===== src/rtl/instr_fetch_if.sv =====
// Instruction memory bus for the LEGLite fetch unit.
// The fetch unit is the master: it raises imem_req with imem_addr and
// holds them until the memory answers with imem_ack and imem_data.
interface instr_fetch_if #(
    parameter int PC_WIDTH = 16
);
    logic                imem_req;
    logic [PC_WIDTH-1:0] imem_addr;
    logic                imem_ack;
    logic [15:0]         imem_data;

    modport master (
        output imem_req,
        output imem_addr,
        input  imem_ack,
        input  imem_data
    );

    modport slave (
        input  imem_req,
        input  imem_addr,
        output imem_ack,
        output imem_data
    );
endinterface


===== src/rtl/instr_fetch.sv =====
// Multi-cycle instruction fetch/sequencer for the LEGLite CPU.
// Owns the PC, the instruction register and the retired-instruction count.
// Runs IDLE -> FETCH -> ISSUE, handshaking with instruction memory in FETCH
// and waiting for the datapath in ISSUE, where the next PC is chosen
// between sequential (pc + 2) and a taken CBZ (pc + sext(offset) << 1).
module instr_fetch #(
    parameter int                  PC_WIDTH = 16,
    parameter logic [PC_WIDTH-1:0] RESET_PC = '0
) (
    input  logic                 clock,
    input  logic                 reset_n,
    input  logic                 halt,
    instr_fetch_if.master        imem,
    output logic [15:0]          instr,
    output logic [2:0]           opcode,
    output logic                 instr_valid,
    input  logic                 exec_done,
    input  logic                 branch,
    input  logic                 zero,
    output logic [PC_WIDTH-1:0]  pc,
    output logic [PC_WIDTH-1:0]  icount
);

    typedef enum logic [1:0] {
        IDLE  = 2'd0,
        FETCH = 2'd1,
        ISSUE = 2'd2
    } state_t;

    state_t              state;
    state_t              state_next;
    logic                fetch_done;
    logic                retire;
    logic [PC_WIDTH-1:0] branch_offset;
    logic [PC_WIDTH-1:0] pc_next;

    // Strobes only count in the state that owns them; stray acks or
    // exec_done pulses elsewhere fall through without effect.
    assign fetch_done = (state == FETCH) && imem.imem_ack;
    assign retire     = (state == ISSUE) && exec_done;

    // CBZ offset is a signed 10-bit halfword count relative to the CBZ itself.
    assign branch_offset = {{(PC_WIDTH-11){instr[12]}}, instr[12:3], 1'b0};
    assign pc_next       = (branch && zero) ? (pc + branch_offset)
                                            : (pc + PC_WIDTH'(2));

    // Bus and issue outputs are pure decodes of the state register.
    assign imem.imem_req  = (state == FETCH);
    assign imem.imem_addr = pc;
    assign instr_valid    = (state == ISSUE);
    assign opcode         = instr[15:13];

    // Next-state decode; halt is only honoured when leaving IDLE or ISSUE.
    always_comb begin
        state_next = state;
        case (state)
            IDLE:    if (!halt)      state_next = FETCH;
            FETCH:   if (fetch_done) state_next = ISSUE;
            ISSUE:   if (retire)     state_next = halt ? IDLE : FETCH;
            default:                 state_next = IDLE;
        endcase
    end

    // State register.
    always_ff @(posedge clock or negedge reset_n) begin
        if (!reset_n) state <= IDLE;
        else          state <= state_next;
    end

    // Instruction register loads on the acknowledged fetch edge.
    always_ff @(posedge clock or negedge reset_n) begin
        if (!reset_n)        instr <= 16'h0000;
        else if (fetch_done) instr <= imem.imem_data;
    end

    // PC and retired count advance together when the datapath finishes.
    always_ff @(posedge clock or negedge reset_n) begin
        if (!reset_n) begin
            pc     <= RESET_PC;
            icount <= '0;
        end else if (retire) begin
            pc     <= pc_next;
            icount <= icount + PC_WIDTH'(1);
        end
    end

endmodule


===== src/flat_wrapper.sv =====
// flat-port wrapper written by rule: the top's interface ports become plain ports
module instr_fetch_flat 
#(
    parameter int                  PC_WIDTH = 16,
    parameter logic [PC_WIDTH-1:0] RESET_PC = '0
)
  (clock, reset_n, halt, instr, opcode, instr_valid, exec_done, branch, zero, pc, icount, imem_imem_req, imem_imem_addr, imem_imem_ack, imem_imem_data);
  instr_fetch_if #(.PC_WIDTH(PC_WIDTH)) imem_i ();
  input  logic clock;
  input  logic reset_n;
  input  logic halt;
  output logic [15:0] instr;
  output logic [2:0] opcode;
  output logic instr_valid;
  input  logic exec_done;
  input  logic branch;
  input  logic zero;
  output logic [PC_WIDTH-1:0] pc;
  output logic [PC_WIDTH-1:0] icount;
  output wire logic [$bits(imem_i.imem_req)-1:0] imem_imem_req;
  output wire logic [$bits(imem_i.imem_addr)-1:0] imem_imem_addr;
  input wire logic [$bits(imem_i.imem_ack)-1:0] imem_imem_ack;
  input wire logic [$bits(imem_i.imem_data)-1:0] imem_imem_data;
  assign imem_imem_req = imem_i.imem_req;
  assign imem_imem_addr = imem_i.imem_addr;
  assign imem_i.imem_ack = imem_imem_ack;
  assign imem_i.imem_data = imem_imem_data;
  instr_fetch #(.PC_WIDTH(PC_WIDTH), .RESET_PC(RESET_PC)) u_core (.clock(clock), .reset_n(reset_n), .halt(halt), .imem(imem_i), .instr(instr), .opcode(opcode), .instr_valid(instr_valid), .exec_done(exec_done), .branch(branch), .zero(zero), .pc(pc), .icount(icount));
endmodule

===== config.mk =====
export PLATFORM = sky130hd
export DESIGN_NAME = instr_fetch_flat
export DESIGN_NICKNAME = d
export VERILOG_FILES = /design/src/rtl/instr_fetch_if.sv /design/src/rtl/instr_fetch.sv /design/src/flat_wrapper.sv
export SDC_FILE = /design/constraint.sdc
export NUM_CORES = 1
export LEC_CHECK = 0
export CAP_MARGIN = 20
export CORE_ASPECT_RATIO = 1.1
export CORE_MARGIN = 2
export CORE_UTILIZATION = 49
export CTS_CLUSTER_SIZE = 8
export DETAILED_ROUTE_END_ITERATION = 10
export PLACE_DENSITY = 0.89
export SKIP_LAST_GASP = 1
export SLEW_MARGIN = 40
export SYNTH_ARGS = -nofsm -noshare
export SYNTH_HDL_FRONTEND = slang
export SYNTH_SLANG_ARGS = --single-unit

===== constraint.sdc =====
create_clock -name clock -period 6.79 [get_ports clock]
set_clock_uncertainty 0.15 [all_clocks]
set_input_delay 1.0185 -clock clock [delete_from_list [all_inputs] [get_ports clock]]
set_output_delay 1.0185 -clock clock [all_outputs]
set_load 0.1 [all_outputs]

After elaboration in Yosys (flattened, before gate mapping)
Cells that the tools add are included.
- input port bits: 23
- register bits after elaboration: 50
- mux-type cells: 6
- equal/unequal tests: 5
- add/sub/neg operators: 3
- reduce and logical (&&, ||, !) cells: 5
- operator list (cell ; number):
    16-bit by 1-bit adder with 16-bit output, second input constant ; 1
    16-bit adder ; 1
    16-bit by 2-bit adder with 16-bit output, second input constant ; 1
    16-bit two-way mux ; 1
    2-bit two-way mux ; 3
    2-bit one-hot mux with 3 select lines ; 1
    2-bit by 1-bit inequality test with 1-bit output, second input constant ; 2
    1-bit logical AND ; 3
    3-bit AND reduction ; 1
    2-bit by 1-bit == test with 1-bit output, second input constant ; 1
    2-bit == test, second input constant ; 1
    2-bit zero test ; 1
    2-bit inequality test, second input constant ; 1
    1-bit two-way mux ; 1

Depth between registers and ports, before layout
- depth after elaboration: 4
- depth in mapped cells: 10

Worst setup path before layout
No wires, ideal clock.
- kind: input to register
- start: input zero
- end: register u_core.pc[13] (netlist: u_core.imem.imem_addr[13])
- data arrival time: 2.914 ns
- cell stages on the path: 10
- required time: 6.475 ns
- path slack: 3.560 ns
- setup time: 0.165 ns
- cell sequence: buf_2 > nand3b_1 > ha_1 > fa_1 > a21oi_2 > o2111ai_2 > o2111a_2 > a21oi_1 > o32ai_1 > xor2_1
- word-level cells in the longest chain between the ends: 2
- ends and longest elaborated chain (what ; line ; text):
    start, declared ; flat_wrapper.sv:17 ; input logic zero;
    1-bit logical AND ; instr_fetch.sv:44 ; assign pc_next = (branch && zero) ? (pc + branch_offset)
    16-bit two-way mux ; instr_fetch.sv:44 ;
    end signal, assigned ; instr_fetch.sv:82 ; pc <= pc_next;
    end, declared ; instr_fetch.sv:20 ; output logic [PC_WIDTH-1:0] pc,
Every way passes these cells.
A chain may end at the register's enable or synchronous reset.

Final worst setup path
- start: input branch
- end: register u_core.pc[13] (netlist: u_core.imem.imem_addr[13])
- word-level cells in the longest chain between the ends: 2
- ends and longest elaborated chain (what ; line ; text):
    start, declared ; flat_wrapper.sv:16 ; input logic branch;
    1-bit logical AND ; instr_fetch.sv:44 ;
    16-bit two-way mux ; instr_fetch.sv:44 ;
Every way passes these cells.

==> flow_summary.toml <==
[clock_tree]
cts_buffers = 5
post_cts_buffers = 0
cts_tree = "yes"
clkTransAtPathRegs_ns = 0.08
cts.path.max_buffers = 2
cts_root_buf = "clkbuf_8"
holdBufCountCts = 0
clock_latency_ns = 0.29
post_cts_resized = 0
htreeDepth = 2
cts_num_sinks = 49

[sta]
slew_violations = 0
hold_violations = 0
period_share_pct = 52.58
setup_viol = 0
layout_min_cycle_time_ns = 3.570
timing.fmax_mhz = 280.1
rsz0062_at_grt = "no"
worst_pin_slew_ns = 0.7729
tns_ns = 0
slew_headroom_pct = 48.45

[routing]
wl_met2_mm = 2.722
viasPerCell = 5.114
drt-total-wl_mm = 5.494
wl_met3_um = 194
wl_met1_mm = 2.475
top_layer = "met4"
antenna_left = 0
drc_errors = 0
drt_iter0_drc = 76
vias = 2015
wl_per_cell_um = 13.94
drt-pass1-iter-count = 4

[critical_path]
critPathMaxStageDelay_ns = 0.65
crit_buf_inv = 1
critPathRequiredTime_ns = 6.86
crit_path_cell_trace = "clkdlybuf4s50_1 > nand3b_1 > ha_1 > fa_1 > a21oi_2 > o2111ai_2 > o2111a_2 > o32ai_1 > xor2_1"
crit_fanout = 10
slowest_stage = "clkdlybuf4s50_1"
critPathArrivalTime_ns = 3.64
startpoint = "branch"
reg2reg_from = "u_core.instr[3]"
crit_type = "in -> reg"
critPathLaunchType = "input pin"
critPathTopFamily = "compound AO/OA/AOI/OAI gates"
endpoint_kind = "flip-flop"

[synth]
synthCells = 248
synth_edf_count = 0
synthArstFlopShare_pct = 100.0
ys_warn_count = 0
syn-cell-area_mm2 = 0.002691
yosys_most_used_dff = "dfrtp_1"
synth.largest_area_cell = "dfrtp_1"
ys_ff_latch = 49
synth_top_area_share_pct = 45.56
syn_avg_cell_area_um2 = 10.85
synthTopCellsByArea = "dfrtp_1 46%, xnor2_1 7.2%, mux2_2 7.1%, buf_4 5.6%, ha_1 4.6%"
yosysUniqueCellTypes = 46
synth_seq_area_share_pct = 45.56

[global_routing]
antenna_found_initial = 0
grt_first_pass_wirelength_mm = 8.949
grt_overflow_total = 0
grt_max_degree = 50
track_usage_pct = 19.06
grt_pass1_vias = 1893

[layout]
num-nets-final = 353
area_delta_synth_final_pct = 21.11
num-fill-cells = 463
drive_gt1_share_pct = 32.92
diodes = 0

[flow_run]
max_cap_viol_count = 0

[min_path]
min_path_type = "reg -> reg"
hp-start = "u_core.icount[15]"

[floorplanning]
start_util_pct = 50.54
coreArea_mm2 = 0.005325
die_area_mm2 = 0.006102
die_y_um = 81.73
ios = 92
fp.dieW_um = 74.66
placementRows = 28

[placed_design]
dp_hpwl_mm = 4.219
gp_congestion = 0.9106
port_buffers = 89

[status]
status = "completed"
logic make-up after synthesis:
group | synth area share [%]
AO/OA/AOI/OAI | 9.391
XOR/XNOR | 10.04
adder cells (fa/ha/maj) | 5.393
buffers and inverters | 7.345
flip-flops | 45.56
multiplexers | 7.485
other | 0.1393
AND/OR/NAND/NOR | 14.65
worst register-to-register path, delay by kind of cell, from the launching register on:
| kind | cells | cell delay [ns] |
|---|---|---|
| DFF | 1 | 0.40 |
| adders and majority gates | 2 | 0.67 |
| AOI/OAI and AO/OA | 4 | 1.01 |
| and+or+nand+nor | 1 | 0.16 |
| xor gates and xnor gates | 1 | 0.18 |
through the flow:
step / setup WS [ns] / utilization [%] / instances / hold WS, ns / cell area, um^2
2_1_floorplan: 3.560 / - / 249 / 0.3371 / 2695
3_3_place_gp: 3.037 / 65.51 / 387 / 0.3127 / 3488
3_5_place_dp: 2.931 / 59.26 / 387 / 0.3130 / 3156
4_1_cts: 3.240 / 61.21 / 394 / 0.3245 / 3259
5_1_grt: 3.045 / 61.21 / 394 / 0.3321 / 3259
6_report: 3.220 / 61.21 / 394 / 0.3274 / 3259
worst paths after layout:
check / endpoint / slack [ns] / depth (start not counted)
worst max-delay path: u_core.imem.imem_addr[13] / 3.22 / 9
max in group asynchronous: u_core.icount[13] / 5.48 / 1
worst min-delay path: u_core.icount[15] / 0.33 / 1
worst max register to register: u_core.imem.imem_addr[13] / 4.15 / 8
worst min register to register: u_core.icount[15] / 0.33 / 1
min in group asynchronous: u_core.instr[10] / 0.58 / 1
state kept, by name (all words and copies together), names as in the netlist:
name	flops
u_core.icount	16
u_core.instr	16
u_core.imem.imem_addr	15
u_core.state	2
metal layers:
layer / vias to the layer above / track usage, %
li1: 981 / -
met1: 970 / 25.63
met2: 56 / 31.06
met3: 8 / 3.067
met4: 0 / 6.964
met5: - / 0
layout by cell type, fill, tap and decap left out, drive strengths merged, types with 2 or more instances in the layout:
cell type and instances:
dfrtp 49, o21ai 9, nor3 3, xnor2 23
and3 11, xor2 7, o32ai 2, o2111ai 2
ha 10, nand4 5, a21o 3, clkdlybuf4s50 21
nor2 7, clkbuf 5, conb 2, or2b 2
a21oi 8, nand2b 2, nand2 31, nand3 10
inv 3, mux2 17, o211ai 2, buf 68
area by class of cell:
cell class	count	area, um^2	area share [%]
Timing Repair Buffer	89	553.0	16.97
Clock inverter	2	35.03	1.075
Multi-Input combinational cell	171	1271	39.00
Inverter	3	11.26	0.3455
Sequential cell	49	1226	37.62
Tap cell	75	93.84	2.879
Clock buffer	5	68.82	2.111
Yosys cell counts, types with 2 or more instances:
| cell type | count |
|---|---|
| nor2_1 | 7 |
| mux2_2 | 17 |
| nand2_1 | 31 |
| xnor2_1 | 22 |
| a21oi_1 | 7 |
| nand2b_1 | 2 |
| buf_4 | 20 |
| nor3_1 | 3 |
| ha_1 | 10 |
| clkbuf_1 | 2 |
| buf_2 | 3 |
| and3_1 | 11 |
| or2b_2 | 2 |
| inv_1 | 2 |
| a21o_1 | 3 |
| nand3_1 | 9 |
| o21ai_0 | 9 |
| nand4_1 | 5 |
| dfrtp_1 | 49 |
| o211ai_2 | 2 |
| xor2_1 | 7 |
Power is not shown: default switching activity piles up to over one toggle a cycle in this logic, so the estimate is an artifact.
